### config.mk
export PLATFORM = sky130hd
export DESIGN_NAME = if_fetch_unit
export DESIGN_NICKNAME = d
export VERILOG_FILES = /design/src/rtl/arm_pkg.sv /design/src/rtl/if_fetch_unit_fetch_slot.sv /design/src/rtl/if_fetch_unit.sv
export SDC_FILE = /design/constraint.sdc
export NUM_CORES = 1
export LEC_CHECK = 0
export CAP_MARGIN = 25
export CORE_MARGIN = 10
export CORE_UTILIZATION = 60
export DETAILED_ROUTE_END_ITERATION = 12
export DONT_BUFFER_PORTS = 1
export PLACE_DENSITY = 0.73
export SLEW_MARGIN = 20
export SYNTH_ARGS = -nofsm -noshare
export SYNTH_HDL_FRONTEND = slang
export SYNTH_HIERARCHICAL = 1
export SYNTH_SLANG_ARGS = --single-unit
### constraint.sdc
create_clock -name clk -period 2.94 [get_ports clk]
set_clock_uncertainty 0.15 [all_clocks]
set_input_delay 0.588 -clock clk [delete_from_list [all_inputs] [get_ports clk]]
set_output_delay 0.588 -clock clk [all_outputs]
set_load 0.03 [all_outputs]
### src/rtl/arm_pkg.sv
// Shared ARM pipeline definitions: fetch FSM states, instruction size and default width.
`default_nettype none

package arm_pkg;

   localparam int N_DEFAULT   = 32;
   localparam int INSTR_BYTES = 4;

   typedef enum logic [1:0] {
      FETCH  = 2'd0,
      IDLE   = 2'd1,
      SQUASH = 2'd2
   } fetch_state_t;

endpackage

`default_nettype wire

### src/rtl/if_fetch_unit_fetch_slot.sv
// FetchSlot: {instruction, pc+4, valid} register with clear (priority), load and hold.
`default_nettype none

module FetchSlot
   import arm_pkg::*;
#(
   parameter int N = N_DEFAULT
) (
   input  logic         clk,
   input  logic         clear,
   input  logic         load,
   input  logic [N-1:0] instr_d,
   input  logic [N-1:0] pc_d,
   output logic [N-1:0] instr_q,
   output logic [N-1:0] pc_q,
   output logic         valid_q
);

   always_ff @(posedge clk) begin
      if (clear) begin
         instr_q <= '0;
         pc_q    <= '0;
         valid_q <= 1'b0;
      end else if (load) begin
         instr_q <= instr_d;
         pc_q    <= pc_d;
         valid_q <= 1'b1;
      end
   end

endmodule

`default_nettype wire

### src/rtl/if_fetch_unit.sv
// if_fetch_unit: PC owner and instruction fetcher with branch squash and decode freeze.
// Defining IF_PREFETCH_BUF_EN adds a one-entry prefetch buffer behind the output slot.
`default_nettype none

module if_fetch_unit
   import arm_pkg::*;
#(
   parameter int           N        = N_DEFAULT,
   parameter logic [N-1:0] RESET_PC = '0
) (
   input  logic         clk,
   input  logic         rst,
   input  logic         freezeIn,
   input  logic         branchTakenIn,
   input  logic [N-1:0] branchAddrIn,
   output logic         imemReqOut,
   output logic [N-1:0] imemAddrOut,
   input  logic         imemAckIn,
   input  logic [N-1:0] imemDataIn,
   output logic [N-1:0] instructionOut,
   output logic [N-1:0] PCOut,
   output logic         validOut
);

   localparam logic [N-1:0] PC_STEP = N'(INSTR_BYTES);

   fetch_state_t state;
   fetch_state_t state_next;

   logic [N-1:0] pc;
   logic [N-1:0] pc_plus;
   logic [N-1:0] squash_addr;

   logic         consume;
   logic         accept;
   logic         slot_load;
   logic         slot_clear;
   logic [N-1:0] slot_instr_d;
   logic [N-1:0] slot_pc_d;
   logic         storage_full_next;

   assign pc_plus = pc + PC_STEP;
   assign consume = validOut & ~freezeIn;
   // An ack is only taken into storage from FETCH; SQUASH acks are discarded.
   assign accept  = (state == FETCH) & imemAckIn & ~branchTakenIn;

`ifdef IF_PREFETCH_BUF_EN
   logic         buf_valid;
   logic [N-1:0] buf_instr;
   logic [N-1:0] buf_pc;
   logic         buf_load;
   logic         buf_clear;
   logic         refill;

   // The buffer refills a consumed slot ahead of a same-cycle ack.
   assign refill       = consume & buf_valid;
   assign slot_load    = refill | (accept & (~validOut | consume));
   assign slot_instr_d = refill ? buf_instr : imemDataIn;
   assign slot_pc_d    = refill ? buf_pc    : pc_plus;
   assign slot_clear   = rst | branchTakenIn | (consume & ~slot_load);

   assign buf_load  = accept & validOut & (~consume | buf_valid);
   assign buf_clear = rst | branchTakenIn | (refill & ~buf_load);

   assign storage_full_next = (slot_load | (validOut & ~consume)) &
                              (buf_load  | (buf_valid & ~consume));

   FetchSlot #(.N(N)) u_buf (
      .clk     (clk),
      .clear   (buf_clear),
      .load    (buf_load),
      .instr_d (imemDataIn),
      .pc_d    (pc_plus),
      .instr_q (buf_instr),
      .pc_q    (buf_pc),
      .valid_q (buf_valid)
   );
`else
   // Without a buffer FETCH is only held while the slot is free, so an ack always lands.
   assign slot_load    = accept;
   assign slot_instr_d = imemDataIn;
   assign slot_pc_d    = pc_plus;
   assign slot_clear   = rst | branchTakenIn | (consume & ~slot_load);

   assign storage_full_next = slot_load | (validOut & ~consume);
`endif

   FetchSlot #(.N(N)) u_slot (
      .clk     (clk),
      .clear   (slot_clear),
      .load    (slot_load),
      .instr_d (slot_instr_d),
      .pc_d    (slot_pc_d),
      .instr_q (instructionOut),
      .pc_q    (PCOut),
      .valid_q (validOut)
   );

   always_ff @(posedge clk) begin
      if (rst) begin
         state <= FETCH;
      end else begin
         state <= state_next;
      end
   end

   always_comb begin
      state_next = state;
      if (branchTakenIn) begin
         // An unacknowledged request must run to completion before the new PC is issued.
         if ((state != IDLE) && !imemAckIn) begin
            state_next = SQUASH;
         end else begin
            state_next = FETCH;
         end
      end else begin
         case (state)
            FETCH, IDLE: state_next = storage_full_next ? IDLE : FETCH;
            SQUASH:      state_next = imemAckIn ? FETCH : SQUASH;
            default:     state_next = FETCH;
         endcase
      end
   end

   always_comb begin
      imemReqOut  = 1'b0;
      imemAddrOut = pc;
      if (((state == FETCH) || (state == SQUASH)) && !rst) begin
         imemReqOut = 1'b1;
      end
      if (state == SQUASH) begin
         imemAddrOut = squash_addr;
      end
   end

   always_ff @(posedge clk) begin
      if (rst) begin
         pc <= RESET_PC;
      end else if (branchTakenIn) begin
         pc <= branchAddrIn;
      end else if (accept) begin
         pc <= pc_plus;
      end
   end

   // Captures the address of the abandoned request so it stays on the bus until acked.
   always_ff @(posedge clk) begin
      if (rst) begin
         squash_addr <= RESET_PC;
      end else if ((state == FETCH) && (state_next == SQUASH)) begin
         squash_addr <= pc;
      end
   end

endmodule

`default_nettype wire

==> metrics.cfg, run 1 <==
[synth]
ys_async_sr_fraction=0
yosysSeqAreaShare=0.4147
yosys_warnings=6
avgSynthCellArea_sq_um=8.832
synth-seq-cells=131
synth_fp_nets=786
syn_area_sq_mm=0.006324
synth_enable_flop_cells=0
syn_inst=716
ys_types=47
synth_flop_cell=dfxtp_1

[global_routing]
grt.total_usage=0.2263
grt_overflow=0
grt_pass1_vias=4819
antenna_found_initial=0
grt_pass1_wl_mm=26.92
grt_max_degree=66

[timing]
fmax_ghz=0.3709
worst_pin_slew_ns=0.7303
period_share=0.9170
hold_violations=0
fin_crit_ns=2.696
relSlewSlack=0.5110
timing.setup.tns_ns=0
rsz0062_at_grt=no
setup_viol=0
final-max-slew-violation-count=0

[clock_network]
postCtsSetupBuffers=0
cts_sinks=131
h-tree-depth=4
cts_buffer_depth=2
cts_tree=yes
clock-root-buffer=clkbuf_8
numCtsBuffers=17
clk_pin_slew_worst_paths_ns=0.06
clk_latency_ns=0.52

[routing]
drt_iter0_markers=424
drt-total-wl_mm=17.27
ant_nets=0
drc=0
drt_pre_antenna_iters=4
viasPerCell=6.126
num_vias=5072
avgRoutedWirePerCell_microns=20.86

[layout]
final_common_cell=dfxtp_1
utilization=0.6684
layout.nets=751
fin_area_sq_mm=0.006869
final_cell_mix=dfxtp_1, nor2_1, nand2_1
drive_gt1_frac=0.1199
syn_to_final_growth_pct=8.627
num_antenna_cells=0

[setup_path]
slowest_delay_ns=0.48
cp.required_ns=2.20
cp_slowest_cell=dfxtp_1
path_class=flop to primary output
crit_path_end_kind=primary output
cp_max_fo=21
critPathArrivalTime_ns=1.96
cp_cell_sequence=inv_1 > nand2_1 > buf_4 > mux2_2
crit_path_start_kind=flop

[hold_path]
hp-class=primary input to flop

[floorplan]
std_cell_rows=37
start_util=0.6153
die_w_microns=122.7
dieArea_sq_mm=0.01505
die_h_microns=122.7
core_area_sq_mm=0.01028
io_pins=167

[place]
routabilityCongestion=0.8947
dp_hpwl_mm=11.97
port_buffers=0
place_area_sq_mm=0.006261

[pwr]
irDropWorstVdd_mv=0.3332
powerDensity_mw_per_mm2=627.6
p_leak_nw=2.446

[outcome]
outcome=finished, final reports clean

[flow_run]
maxCapViolCount=0

==> per-layer routing <==
metal | wire length (microns) | up-vias | track usage
li1 | - | 2439 | -
met1 | 6836 | 2413 | 0.2723
met2 | 8464 | 201 | 0.3665
met3 | 1742 | 19 | 0.08907
met4 | 229 | 0 | 0.06627
met5 | 0 | - | 0
==> through the flow <==
step,cells,hold WS [ns],power (W),worst slack [ns]
floorplan,716,0.2838,0.002331,0.5073
global placement,794,0.2831,0.002376,0.4331
detailed placement,794,0.2909,0.002390,0.2835
CTS,828,0.04717,0.004330,0.2239
global route,828,0.04892,0.004462,0.1038
finish,828,0.06690,0.004311,0.2440
==> synthesized netlist by cell type, drive strengths merged, types with 6 or more instances <==
library cell	n	area, sq um
and2	6	37.54
mux2	33	371.6
or4	15	112.6
and4	8	70.07
dfxtp	131	2623
mux2i	67	670.6
nand2	84	315.3
a311oi	17	148.9
a211oi	9	67.56
buf	29	207.7
xnor2	18	157.7
nor2	104	390.4
o31ai	13	97.59
a21oi	36	180.2
nand3	15	75.07
clkbuf	41	155.1
nand4	11	68.82
xor2	18	157.7
and3	6	37.54
o21ai	6	30.03
inv	9	33.78
nor4	7	43.79
nor3	6	30.03
==> final timing paths <==
path	startpoint	endpoint	slack [ns]	cells after the start
max	state[0]	imemAddrOut[15]	0.24	4
min	branchAddrIn[4]	pc[4]	0.07	2
max reg2reg	pc[3]	u_slot/pc_q[28]	0.31	7
min reg2reg	squash_addr[15]	squash_addr[15]	0.31	2
==> sequential cells by signal, indices dropped and copies added (netlist names) <==
signal / flops
pc: 32
squash_addr: 32
state: 2
u_slot/instr_q: 32
u_slot/pc_q: 32
u_slot/valid_q: 1
==> power by group <==
group | switching (W) | internal (W) | leakage [nW]
Sequential | 0.000120 | 0.00184 | 1.07
Clock | 0.000715 | 0.00122 | 0.274
Combinational | 0.000263 | 0.000159 | 1.11
==> logic make-up (layout without fill, tap and decap cells) <==
kind of cell / count (synthesis) / in the layout / share of synthesized area
xor gates and xnor gates: 36 / 36 / 0.04986
adders and majority gates: 1 / 1 / 0.001978
muxes: 100 / 100 / 0.1648
DFF: 131 / 131 / 0.4147
AOI/OAI and AO/OA: 90 / 90 / 0.09497
buffers and inverters: 80 / 56 / 0.06331
and+or+nand+nor: 278 / 278 / 0.2103
==> repair_timing <==
item	4_1_cts	5_1_grt
gates resized for setup	0	1
endpoints found under the setup margin	0	2
endpoints found under the hold margin	61	0
hold buffers	4	0
==> critical path, delay by kind of cell (launching register included) <==
| kind | cells | cell delay, ns |
|---|---|---|
| and+or+nand+nor | 1 | 0.08 |
| muxes | 1 | 0.48 |
| DFF | 1 | 0.48 |
| buffers and inverters | 2 | 0.39 |
==> cell type report <==
cell class                 count  area, sq um
tap                          136        170.2
timing repair buffer          16        172.7
clock inverter                 5        50.05
fill                         846         3408
clock buffer                  25        494.2
inverter                      10        37.54
sequential                   131         2623
multi-input combinational    505         3322
Note: power is estimated with default switching activity, not from simulation.
==> run 2: changes to the inputs <==
Settings changed: SKIP_CTS_REPAIR_TIMING set to 1.
==> run 2 against run 1 <==
Effect of this change: hold slack improved by 0.0024 ns; critical path depth did not move; critical path type unchanged; routed wire length grew 0.17%; count of clock-buffer cells in the layout unchanged; final cell count did not move; non-clock buffer count unchanged; largest cell class unchanged; fmax grew 0.43%; critical endpoint unchanged.
==> metrics.cfg, run 2 (synthesized netlist as in run 1, its figures left out) <==
[outcome]
outcome=finished, final reports clean

[layout]
fill_cells=846  ; unchanged
layout.nets=751  ; unchanged
final_common_cell=dfxtp_1
final_cell_mix=dfxtp_1, nor2_1, nand2_1
num_antenna_cells=0  ; unchanged
syn_to_final_growth_pct=8.627  ; unchanged
regArea_sq_mm=0.002623  ; unchanged
fin_area_sq_mm=0.006869  ; unchanged
drive_gt1_frac=0.1199  ; unchanged
multi_input_area_sq_mm=0.003322  ; unchanged

[setup_path]
path_class=flop to primary output
cp.required_ns=2.20  ; about the same
r2r_cells=7  ; unchanged
cp_max_fo=21  ; unchanged
crit_path_start_kind=flop
critPathArrivalTime_ns=1.95  ; about the same
r2r_setup_slack_ns=0.31  ; about the same
crit_path_end_kind=primary output

[timing]
period_share=0.9131  ; -0.003895
final-max-slew-violation-count=0  ; unchanged
setup_viol=0  ; unchanged
hold_violations=0  ; unchanged
worst_slack_ns=0.2554  ; +0.01145 ns
rsz0062_at_grt=no
worst_pin_slew_ns=0.7027  ; -0.02767 ns
timing.setup.tns_ns=0  ; unchanged
relSlewSlack=0.5296  ; +0.01853
holdWs_ns=0.06927  ; +0.002362 ns
fin_crit_ns=2.685  ; -0.01145 ns
fmax_ghz=0.3725  ; +0.43%

[floorplan]
dieArea_sq_mm=0.01505  ; unchanged
core_area_sq_mm=0.01028  ; unchanged
die_h_microns=122.7  ; unchanged
std_cell_rows=37  ; unchanged
start_util=0.6153  ; unchanged
die_w_microns=122.7  ; unchanged
io_pins=167  ; unchanged

[clock_network]
clk_pin_slew_worst_paths_ns=0.06  ; about the same
cts_sinks=131  ; unchanged
cts_buffer_depth=2  ; unchanged
clock-root-buffer=clkbuf_8
clk_latency_ns=0.52  ; about the same
cts_tree=yes
h-tree-depth=4  ; unchanged
numCtsBuffers=17  ; unchanged

[global_routing]
grt_overflow=0  ; unchanged
grt_pass1_vias=4797  ; -0.46%
grt.total_usage=0.2229  ; -0.003447
grt_pass1_wl_mm=26.63  ; -1.1%
grt_max_degree=70  ; +6.1%
antenna_found_initial=0  ; unchanged

[routing]
viasPerCell=6.128  ; about the same
drt_pre_antenna_iters=6  ; +2
drt_iter0_markers=475  ; +12%
drt-total-wl_mm=17.30  ; +0.17%
drc=0  ; unchanged
avgRoutedWirePerCell_microns=20.90  ; +0.17%
num_vias=5074  ; +0.039%
ant_nets=0  ; unchanged

[place]
port_buffers=0  ; unchanged
dp_hpwl_mm=11.97  ; unchanged
place_area_sq_mm=0.006261  ; unchanged
routabilityCongestion=0.8947  ; unchanged
dp_worst_setup_slack_ns=0.2835  ; unchanged

[hold_path]
hp-class=primary input to flop
whs_path_depth=2  ; unchanged

[flow_run]
maxCapViolCount=0  ; unchanged

[pwr]
irDropWorstVdd_mv=0.3327  ; -0.17%
p_leak_nw=2.446  ; unchanged
powerDensity_mw_per_mm2=626.5  ; -0.17%

run 2: cell counts in the layout (fill, tap and decap cells not counted):
No cell type changed its count.
run 2: routing by layer:
| layer | GRT usage | vias up | share of wire |
|---|---|---|---|
| met3 | 0.08999 | 19 | 0.10 |
| met2 | 0.3594 | 208 | 0.49 |
| met1 | 0.2685 | 2421 | 0.39 |
| met4 | 0.06406 | 0 | 0.013 |
| met5 | 0 | - | 0 |
| li1 | - | 2426 | - |
run 2: final timing paths:
kind | to | from
max | imemAddrOut[15] | state[0]
min | pc[2] | branchAddrIn[2]
min reg2reg | squash_addr[29] | squash_addr[29]
max reg2reg | u_slot/pc_q[28] | pc[3]
run 2: cell type report:
class                      count  area share
clock buffer                  25     0.07195
clock inverter                 5    0.007286
inverter                      10    0.005464
multi-input combinational    505      0.4836
sequential                   131      0.3818
tap                          136     0.02477
timing repair buffer          16     0.02514
run 2: power by group:
| part | internal (W) | total, W | switching, W |
|---|---|---|---|
| combinational | 0.000159 | 0.000422 | 0.000263 |
| clock | 0.00122 | 0.00193 | 0.000708 |
| sequential | 0.00184 | 0.00196 | 0.000120 |
| total | 0.00321 | 0.00430 | 0.00109 |
run 2: worst max-delay path: stages (launching register included):
cell	delay, ns
dfxtp_1	0.47
inv_1	0.09
nand2_1	0.08
buf_4	0.30
mux2_2	0.48
run 2: metrics by stage:
step | cells | util | total power [W]
floorplan | 716 | - | 0.002331
global placement | 794 | 0.6092 | 0.002376
detailed placement | 794 | 0.6092 | 0.002390
CTS | 824 | 0.6622 | 0.004308
global route | 828 | 0.6684 | 0.004461
finish | 828 | 0.6684 | 0.004304
